--- config.mk ---
export PLATFORM = sky130hd
export DESIGN_NAME = id_exe_reg
export DESIGN_NICKNAME = d
export VERILOG_FILES = /design/src/rtl/id_exe_reg_pkg.sv /design/src/rtl/id_exe_reg_pipe_field.sv /design/src/rtl/id_exe_reg.sv
export SDC_FILE = /design/constraint.sdc
export NUM_CORES = 1
export LEC_CHECK = 0
export BUFFER_PORTS_ARGS = -buffer_cell sky130_fd_sc_hd__buf_2
export CAP_MARGIN = 20
export CORE_ASPECT_RATIO = 0.5
export CORE_MARGIN = 2
export CORE_UTILIZATION = 41
export CTS_CLUSTER_DIAMETER = 200
export DETAILED_ROUTE_END_ITERATION = 10
export PLACE_DENSITY = 0.76
export SYNTH_ARGS = -nofsm -noshare
export SYNTH_HDL_FRONTEND = slang
export SYNTH_SLANG_ARGS = --single-unit
--- constraint.sdc ---
create_clock -name clk -period 5.6 [get_ports clk]
set_clock_uncertainty 0.05 [all_clocks]
set_input_delay 0.56 -clock clk [delete_from_list [all_inputs] [get_ports clk]]
set_output_delay 0.56 -clock clk [all_outputs]
set_load 0.02 [all_outputs]
--- src/rtl/id_exe_reg_pkg.sv ---
// Shared widths and EXE command encodings for the ID/EXE pipeline register.
package id_exe_reg_pkg;

  localparam int unsigned DATA_W       = 32;
  localparam int unsigned EXE_CMD_W    = 4;
  localparam int unsigned REG_IDX_W    = 4;
  localparam int unsigned SHIFT_OP_W   = 12;
  localparam int unsigned SIMM_W       = 24;
  localparam int unsigned SR_W         = 4;
  localparam int unsigned BUBBLE_CNT_W = 16;

  // ALU command encodings; NOP sits on an otherwise unused code
  typedef enum logic [EXE_CMD_W-1:0] {
    EXE_MOV = 4'b0001,
    EXE_ADD = 4'b0010,
    EXE_ADC = 4'b0011,
    EXE_SUB = 4'b0100,
    EXE_SBC = 4'b0101,
    EXE_AND = 4'b0110,
    EXE_ORR = 4'b0111,
    EXE_EOR = 4'b1000,
    EXE_MVN = 4'b1001,
    EXE_NOP = 4'b1111
  } exe_cmd_e;

  localparam logic [EXE_CMD_W-1:0] EXE_CMD_NOP = EXE_NOP;

  // Saturating increment for the bubble counter
  function automatic logic [BUBBLE_CNT_W-1:0] sat_inc(input logic [BUBBLE_CNT_W-1:0] cnt);
    return (&cnt) ? cnt : BUBBLE_CNT_W'(cnt + BUBBLE_CNT_W'(1));
  endfunction

endpackage

--- src/rtl/id_exe_reg_pipe_field.sv ---
// One pipeline field: async reset, hold enable and optional clear-to-constant.
module pipe_field #(
  parameter int unsigned W       = 1,
  parameter logic [W-1:0] RST_VAL = '0,
  parameter logic [W-1:0] CLR_VAL = '0,
  parameter bit           USE_CLR = 1'b0
) (
  input  logic         i_clk,
  input  logic         i_rst,
  input  logic         i_hold,
  input  logic         i_clr,
  input  logic [W-1:0] i_d,
  output logic [W-1:0] o_q
);

  logic [W-1:0] r_q;

  // Hold wins over clear; datapath instances tie USE_CLR low and always load
  always_ff @(posedge i_clk or posedge i_rst) begin
    if (i_rst) begin
      r_q <= RST_VAL;
    end else if (!i_hold) begin
      if (USE_CLR && i_clr) r_q <= CLR_VAL;
      else                  r_q <= i_d;
    end
  end

  assign o_q = r_q;

endmodule

--- src/rtl/id_exe_reg.sv ---
// ID/EXE pipeline register with freeze, flush/bubble kill and bubble counter.
module id_exe_reg
  import id_exe_reg_pkg::*;
(
  input  logic                    clk,
  input  logic                    rst,
  input  logic                    freeze,
  input  logic                    flush,
  input  logic                    bubble,
  input  logic [DATA_W-1:0]       pc_in,
  input  logic [DATA_W-1:0]       val_rn_in,
  input  logic [DATA_W-1:0]       val_rm_in,
  input  logic [SHIFT_OP_W-1:0]   shift_operand_in,
  input  logic                    imm_in,
  input  logic [SIMM_W-1:0]       signed_imm_24_in,
  input  logic [REG_IDX_W-1:0]    dest_in,
  input  logic [EXE_CMD_W-1:0]    exe_cmd_in,
  input  logic                    wb_en_in,
  input  logic                    mem_r_en_in,
  input  logic                    mem_w_en_in,
  input  logic                    b_in,
  input  logic                    s_in,
  input  logic [SR_W-1:0]         sr_in,
  input  logic [REG_IDX_W-1:0]    src1_in,
  input  logic [REG_IDX_W-1:0]    src2_in,
  output logic [DATA_W-1:0]       pc_out,
  output logic [DATA_W-1:0]       val_rn_out,
  output logic [DATA_W-1:0]       val_rm_out,
  output logic [SHIFT_OP_W-1:0]   shift_operand_out,
  output logic                    imm_out,
  output logic [SIMM_W-1:0]       signed_imm_24_out,
  output logic [REG_IDX_W-1:0]    dest_out,
  output logic [EXE_CMD_W-1:0]    exe_cmd_out,
  output logic                    wb_en_out,
  output logic                    mem_r_en_out,
  output logic                    mem_w_en_out,
  output logic                    b_out,
  output logic                    s_out,
  output logic [SR_W-1:0]         sr_out,
  output logic [REG_IDX_W-1:0]    src1_out,
  output logic [REG_IDX_W-1:0]    src2_out,
  output logic                    valid_out,
  output logic [BUBBLE_CNT_W-1:0] bubble_cnt
);

  logic                    w_hold;
  logic                    w_kill;
  logic                    w_bubble_only;
  logic [BUBBLE_CNT_W-1:0] r_bubble_cnt;

  assign w_hold        = freeze;
  assign w_kill        = flush | bubble;
  assign w_bubble_only = bubble & ~flush;

  // Datapath fields: reload even on a kill, never cleared
  pipe_field #(.W(DATA_W)) u_pc (
    .i_clk(clk), .i_rst(rst), .i_hold(w_hold), .i_clr(w_kill), .i_d(pc_in), .o_q(pc_out));
  pipe_field #(.W(DATA_W)) u_val_rn (
    .i_clk(clk), .i_rst(rst), .i_hold(w_hold), .i_clr(w_kill), .i_d(val_rn_in), .o_q(val_rn_out));
  pipe_field #(.W(DATA_W)) u_val_rm (
    .i_clk(clk), .i_rst(rst), .i_hold(w_hold), .i_clr(w_kill), .i_d(val_rm_in), .o_q(val_rm_out));
  pipe_field #(.W(SHIFT_OP_W)) u_shift_operand (
    .i_clk(clk), .i_rst(rst), .i_hold(w_hold), .i_clr(w_kill),
    .i_d(shift_operand_in), .o_q(shift_operand_out));
  pipe_field #(.W(1)) u_imm (
    .i_clk(clk), .i_rst(rst), .i_hold(w_hold), .i_clr(w_kill), .i_d(imm_in), .o_q(imm_out));
  pipe_field #(.W(SIMM_W)) u_signed_imm_24 (
    .i_clk(clk), .i_rst(rst), .i_hold(w_hold), .i_clr(w_kill),
    .i_d(signed_imm_24_in), .o_q(signed_imm_24_out));
  pipe_field #(.W(REG_IDX_W)) u_dest (
    .i_clk(clk), .i_rst(rst), .i_hold(w_hold), .i_clr(w_kill), .i_d(dest_in), .o_q(dest_out));
  pipe_field #(.W(SR_W)) u_sr (
    .i_clk(clk), .i_rst(rst), .i_hold(w_hold), .i_clr(w_kill), .i_d(sr_in), .o_q(sr_out));
  pipe_field #(.W(REG_IDX_W)) u_src1 (
    .i_clk(clk), .i_rst(rst), .i_hold(w_hold), .i_clr(w_kill), .i_d(src1_in), .o_q(src1_out));
  pipe_field #(.W(REG_IDX_W)) u_src2 (
    .i_clk(clk), .i_rst(rst), .i_hold(w_hold), .i_clr(w_kill), .i_d(src2_in), .o_q(src2_out));

  // Control fields: a kill turns the slot into a NOP
  pipe_field #(.W(EXE_CMD_W), .RST_VAL(EXE_CMD_NOP), .CLR_VAL(EXE_CMD_NOP), .USE_CLR(1'b1)) u_exe_cmd (
    .i_clk(clk), .i_rst(rst), .i_hold(w_hold), .i_clr(w_kill), .i_d(exe_cmd_in), .o_q(exe_cmd_out));
  pipe_field #(.W(1), .USE_CLR(1'b1)) u_wb_en (
    .i_clk(clk), .i_rst(rst), .i_hold(w_hold), .i_clr(w_kill), .i_d(wb_en_in), .o_q(wb_en_out));
  pipe_field #(.W(1), .USE_CLR(1'b1)) u_mem_r_en (
    .i_clk(clk), .i_rst(rst), .i_hold(w_hold), .i_clr(w_kill), .i_d(mem_r_en_in), .o_q(mem_r_en_out));
  pipe_field #(.W(1), .USE_CLR(1'b1)) u_mem_w_en (
    .i_clk(clk), .i_rst(rst), .i_hold(w_hold), .i_clr(w_kill), .i_d(mem_w_en_in), .o_q(mem_w_en_out));
  pipe_field #(.W(1), .USE_CLR(1'b1)) u_b (
    .i_clk(clk), .i_rst(rst), .i_hold(w_hold), .i_clr(w_kill), .i_d(b_in), .o_q(b_out));
  pipe_field #(.W(1), .USE_CLR(1'b1)) u_s (
    .i_clk(clk), .i_rst(rst), .i_hold(w_hold), .i_clr(w_kill), .i_d(s_in), .o_q(s_out));
  pipe_field #(.W(1), .USE_CLR(1'b1)) u_valid (
    .i_clk(clk), .i_rst(rst), .i_hold(w_hold), .i_clr(w_kill), .i_d(1'b1), .o_q(valid_out));

  // Count NOPs inserted by the hazard unit alone; a concurrent flush takes precedence
  always_ff @(posedge clk or posedge rst) begin
    if (rst) begin
      r_bubble_cnt <= '0;
    end else if (!freeze && w_bubble_only) begin
      r_bubble_cnt <= sat_inc(r_bubble_cnt);
    end
  end

  assign bubble_cnt = r_bubble_cnt;

endmodule

# Yosys cells after proc, flatten, opt, wreduce, memory -nomap -nowiden
# Cells that the tools add are included.
[totals]
register_bits = 175
out_inout_bits = 175
[op_classes]
add_sub_neg = 1
mux = 7
bitwise = 4
reduce_logical = 4
[op_table]
columns = ["cell", "count"]
rows = [
  ["adder 16 x 1 -> 16 bit (second input constant)", 1],
  ["AND reduction 16 bit", 1],
  ["2-to-1 mux 1 bit", 6],
  ["2-to-1 mux 4 bit", 1],
  ["NOT 1 bit", 2],
  ["AND reduction 2 bit", 1],
  ["AND 1 bit", 1],
  ["logical AND 1 bit", 1],
  ["zero test 1 bit", 1],
  ["bitwise OR 1 bit", 1],
]

# Logic depth before layout (Yosys ltp)
[logic_depth]
depth_word = 4
ltp_mapped = 5

# Hierarchy
# A second synthesis with hierarchy kept.
[hier_totals]
cells_unflattened = 446
area_unflattened_um2 = 7433.4
[by_module_without_submodules]
columns = ["module", "n_inst", "cells_each", "area_each_um2"]
rows = [
  ["pipe_field at u_pc ...", 3, 69, 1348.8],
  ["pipe_field at u_signed_imm_24", 1, 52, 1001.0],
  ["id_exe_reg", 1, 75, 814.5],
  ["pipe_field at u_dest ...", 4, 9, 148.9],
  ["pipe_field at u_shift_operand", 1, 26, 488.0],
  ["pipe_field at u_b ...", 6, 5, 47.5],
  ["pipe_field at u_exe_cmd", 1, 17, 158.9],
  ["pipe_field at u_imm", 1, 3, 43.8],
]

# Least setup slack after synthesis
# Ideal clock, no wire load.
[synth_timing]
path_type = "in2reg"
start = "in freeze"
end = "reg r_bubble_cnt[15], in the netlist bubble_cnt[15]"
setup_ps = 125
arrival_ps = 1658
required_time_ps = 5425
path_slack_ps = 3767
cell_stages = 5
n_path_buf = 1
path_cell_list = "buf_6 -> or3b_4 -> nor2_4 -> nand3_1 -> mux2_4"
[synth_via]
elab_chain_cells = 3
[synth_lines]
columns = ["element", "line", "source"]
rows = [
  ["start, declared", "id_exe_reg.sv:7", "input logic freeze,"],
  ["zero test 1 bit", "--", ""],
  ["logical AND 1 bit", "id_exe_reg.sv:99", "end else if (!freeze && w_bubble_only) begin"],
  ["AND reduction 2 bit (no line)", "--", ""],
  ["end signal, assigned", "id_exe_reg.sv:100", "r_bubble_cnt <= sat_inc(r_bubble_cnt);"],
  ["end, declared", "id_exe_reg.sv:49", "logic [BUBBLE_CNT_W-1:0] r_bubble_cnt;"],
]
# No other way between the ends.
# A chain may end at the register's enable or synchronous reset.

# Worst setup path after layout
[layout_timing]
start = "in freeze"
end = "reg u_pc.r_q[3], in the netlist u_pc.o_q[3]"
[layout_lines]
columns = ["element", "line", "source"]
rows = [
  ["end signal, assigned", "id_exe_reg_pipe_field.sv:24", "else r_q <= i_d;"],
  ["end, declared", "id_exe_reg_pipe_field.sv:16", "logic [W-1:0] r_q;"],
]
# No word-level cell between the ends.

==> impl.org <==
** Detailed routing
- Total via count in the routed design :: 4673
- After detailed routing, the average wire length per cell comes to 16.2 um.
- The final layout contains routed wiring with a total length of 16.1 mm.
- Using the TritonRoute via totals, the vias-per-cell ratio works out to 4.70.
- The count of nets left with antenna violations once routing finished came out at 0.
- First-pass detailed-route iteration total :: 4
- DRC violation count after routing :: 0
- For this block, the initial DRC count from the detailed router was 118.

** Placed design
- Placer Congestion :: 0.824
- DP HPWL :: 11.7 mm
- Input and output buffers added on the ports amount to 337.

** Setup path
- Setup slack on the worst reg-to-reg path comes out at 3.69 ns.
- Worst Setup Path Type :: input port to flop
- Slowest cell delay on critical path :: 0.80 ns
- In this run the critical register-to-register path is launched from bubble_cnt[0].
- Of all nets on the critical path, the largest fanout is 93.
- Sort of element at the end of the critical path :: flop
- CP Data Required Time :: 5.84 ns
- Counting cells, the worst reg-to-reg path comes to 5.
- The cell family contributing the most delay on the critical path is buffers and inverters.
- The critical path contains buffers and inverters numbering 2 combined.
- Cells along the critical path :: buf_6 > buf_4 > mux2_2
- Standard cell with the maximum stage delay on the critical path :: buf_4
- The endpoint identified for the worst register-to-register timing path is bubble_cnt[1].
- Depth of the critical timing path with buffers and inverters included :: 3
- Category of the worst setup path launch point :: input port
- For the worst setup path, the data arrival time is 2.49 ns.

** Global routing
- Pin count of the biggest net entering global routing :: 94
- Across every metal layer, demand over resource in global routing totals 18.3%.
- Wire length of the first global-routing pass :: 24.4 mm
- Sum of overflow across all layers after global routing :: 0
- The number of antenna violations at the first check in global routing was 0.
- The via count of the first global-routing pass is 4703.

** Run status
- Status :: finished clean

** Yosys
- Portion of the post-synthesis area used by sequential elements :: 65.7%
- Yosys cell types :: 29
- The synthesized netlist occupies a cell area of 6670 um^2.
- Leading register cell type out of synthesis :: dfrtp_1
- Post-Syn Instances :: 420
- Yosys printed 0 warnings.
- Post-synthesis area per instance :: 15.9 um^2
- Flip-flop and latch count after synthesis :: 175
- The synthesized design contains 0 enable-type register cells.
- Counting flops with an async set or reset pin after synthesis yields a share of 100%.
- Synthesized net count :: 584

** Timing
- The final-report hold violation count was 0.
- Achievable clock frequency :: 444 MHz
- In this run the tightest slew margin relative to its limit is 42.1%.
- Setup Viol. Count Final :: 0
- Max Slew Vio Count :: 0
- Setup repair after global routing left no endpoint under its margin.
- Final critical delay including setup and external delays :: 2.25 ns
- Setup TNS :: 0 ns
- The final critical path takes up 40.2% of the cycle.
- Worst slew pin tran :: 0.869 ns

** Job
- Max-cap violations in this run came to 0.

** CTS
- Hold buffer count at CTS :: 0
- Clock tree synthesis inserted a total of 17 buffers.
- TritonCTS built the clock tree.
- The longest clock path from root to sink contains 2 buffers.
- Sink count of the clock tree :: 175
- After clock tree synthesis, the setup repair step added 0 buffers.
- In this run the clock root is driven by a clkbuf_16.
- For the worst-skew pair, the clock arrives at the later sink with an insertion delay of 0.42 ns.
- CTS clk-pin slew, worst paths :: 0.06 ns
- CTS H-Tree Depth :: 4
- After clock tree synthesis, the repair step resized 0 gates.

** Cells and area
- Fraction of layout cells with a size suffix above 1 :: 68.4%
- Area used by multi-input combinational logic :: 2180 um^2
- NumNets Final :: 925
- Relative to the synthesized area, the layout overhead comes to 37.2%.
- The filler cells instantiated in the layout total 1330.
- Number of antenna diodes :: 0
- Register Area :: 4380 um^2

** Floorplan
- The die covers 17400 um^2.
- Initial Utilization :: 42.6%
- For this design the top-level I/O count stands at 338.
- Die span in x :: 184 um
- Measured along the y axis, the die boundary spans 94.2 um.
- The floorplan step defined a core boundary enclosing 15700 um^2.
- Site Rows :: 32

** Power and ir drop
- After layout, the design draws a total of 3220 uW.
- The worst-case IR drop observed on VDD is 0.231 mV.
- The analysis attributes to cell leakage a power of 0.00452 uW.
- Power Dens Cells :: 351 nW/um^2

** Worst hold path
- Min-Delay Path Class :: input port to async pin
## state kept, by name (all words and copies together), names as in the netlist, 4 cells and up
register,flops
u_pc.o_q,32
u_signed_imm_24.o_q,24
u_src1.o_q,4
u_val_rn.o_q,32
u_sr.o_q,4
u_dest.o_q,4
u_exe_cmd.o_q,4
u_shift_operand.o_q,12
u_val_rm.o_q,32
bubble_cnt,16
u_src2.o_q,4
## where the power goes
group          internal [uW]  leakage [uW]  switching (uW)
sequential              1390       0.00208            79.7
combinational            243       0.00216             335
clock                    678      0.000279             487
## per-layer routing
metal | up-vias | share of wire, % | GRT usage [%]
met5 | - | 0 | 0
met1 | 2334 | 39 | 21.3
met3 | 18 | 5.6 | 4.73
li1 | 2178 | - | -
met4 | 0 | 1.3 | 6.33
met2 | 143 | 54 | 32.9
## stage by stage
stage	hold slack, ns	setup WS, ns	cells	utilization (%)	area (um^2)
after floorplan	0.447	0.251	420	-	6670
after global placement	0.400	2.99	963	54.8	8580
after detailed placement	0.403	2.94	963	54.8	8580
after CTS	0.169	3.37	994	58.5	9160
after global routing	0.186	3.24	994	58.5	9160
final	0.153	3.35	994	58.5	9160
## worst reg2reg max path, stage by stage, from the launching register on
cell     delay (ns)
dfrtp_1        0.44
ha_1           0.26
nand3_1        0.23
nor4_2         0.40
nor2_1         0.14
mux2_2         0.29
## Yosys cell counts (2+ instances only)
cell type | count | area [um^2]
and4_1 | 4 | 35.0
and3_1 | 5 | 31.3
nand3_1 | 9 | 45.0
buf_2 | 8 | 40.0
nand4_1 | 7 | 43.8
nor2_1 | 7 | 26.3
xnor2_1 | 10 | 87.6
clkbuf_1 | 9 | 33.8
xor2_1 | 2 | 17.5
a31oi_1 | 3 | 18.8
nand2_1 | 3 | 11.3
inv_1 | 5 | 18.8
dfrtp_1 | 171 | 4280
mux2_2 | 150 | 1690
nor3_1 | 2 | 10.0
a21oi_1 | 5 | 25.0
a22o_1 | 5 | 43.8
dfstp_2 | 4 | 105
## worst max path at each step
stage | start | to | slack, ns
2_1_floorplan | rst | bubble_cnt[0] | 0.25
3_3_place_gp | freeze | u_val_rm.o_q[13] | 2.99
3_5_place_dp | freeze | u_pc.o_q[3] | 2.94
4_1_cts | freeze | u_pc.o_q[3] | 3.37
5_1_grt | freeze | u_pc.o_q[3] | 3.24
6_report | freeze | u_pc.o_q[3] | 3.35
## cell type report
cell class | instances | area share [%]
clock buffers | 21 | 5.03
inverters | 5 | 0.260
repair buffers | 340 | 18.7
clock inverters | 10 | 1.23
well taps | 221 | 3.02
flip-flops and latches | 175 | 47.9
multi-input cells | 222 | 23.9
## cells in the final DEF, fill, tap and decap left out, drive strengths merged
master / instances
a21oi: 5
clkbuf: 21
or3b: 1
and4: 4
a211o: 1
nor2: 9
inv: 6
and3: 5
clkinv: 5
nor3: 2
nand3b: 1
ha: 1
a22o: 5
xor2: 2
nand2: 3
buf: 340
or3: 1
nor4: 1
nand3: 9
clkinvlp: 2
a31oi: 3
dfstp: 4
o2111ai: 1
mux2: 151
nand4: 7
bufinv: 2
xnor2: 10
dfrtp: 171
## kinds of logic (layout without fill, tap and decap cells)
kind of cell               Yosys count  count (layout)  synth area share, %
muxes                              151             151                 25.5
and+or+nand+nor                     43              43                 3.86
adders and majority gates            1               1                0.187
AOI/OAI and AO/OA                   15              15                 1.58
xor gates and xnor gates            12              12                 1.58
buffers and inverters               23             376                 1.56
DFF                                175             175                 65.7
Note: power is estimated with default switching activity, not from simulation.
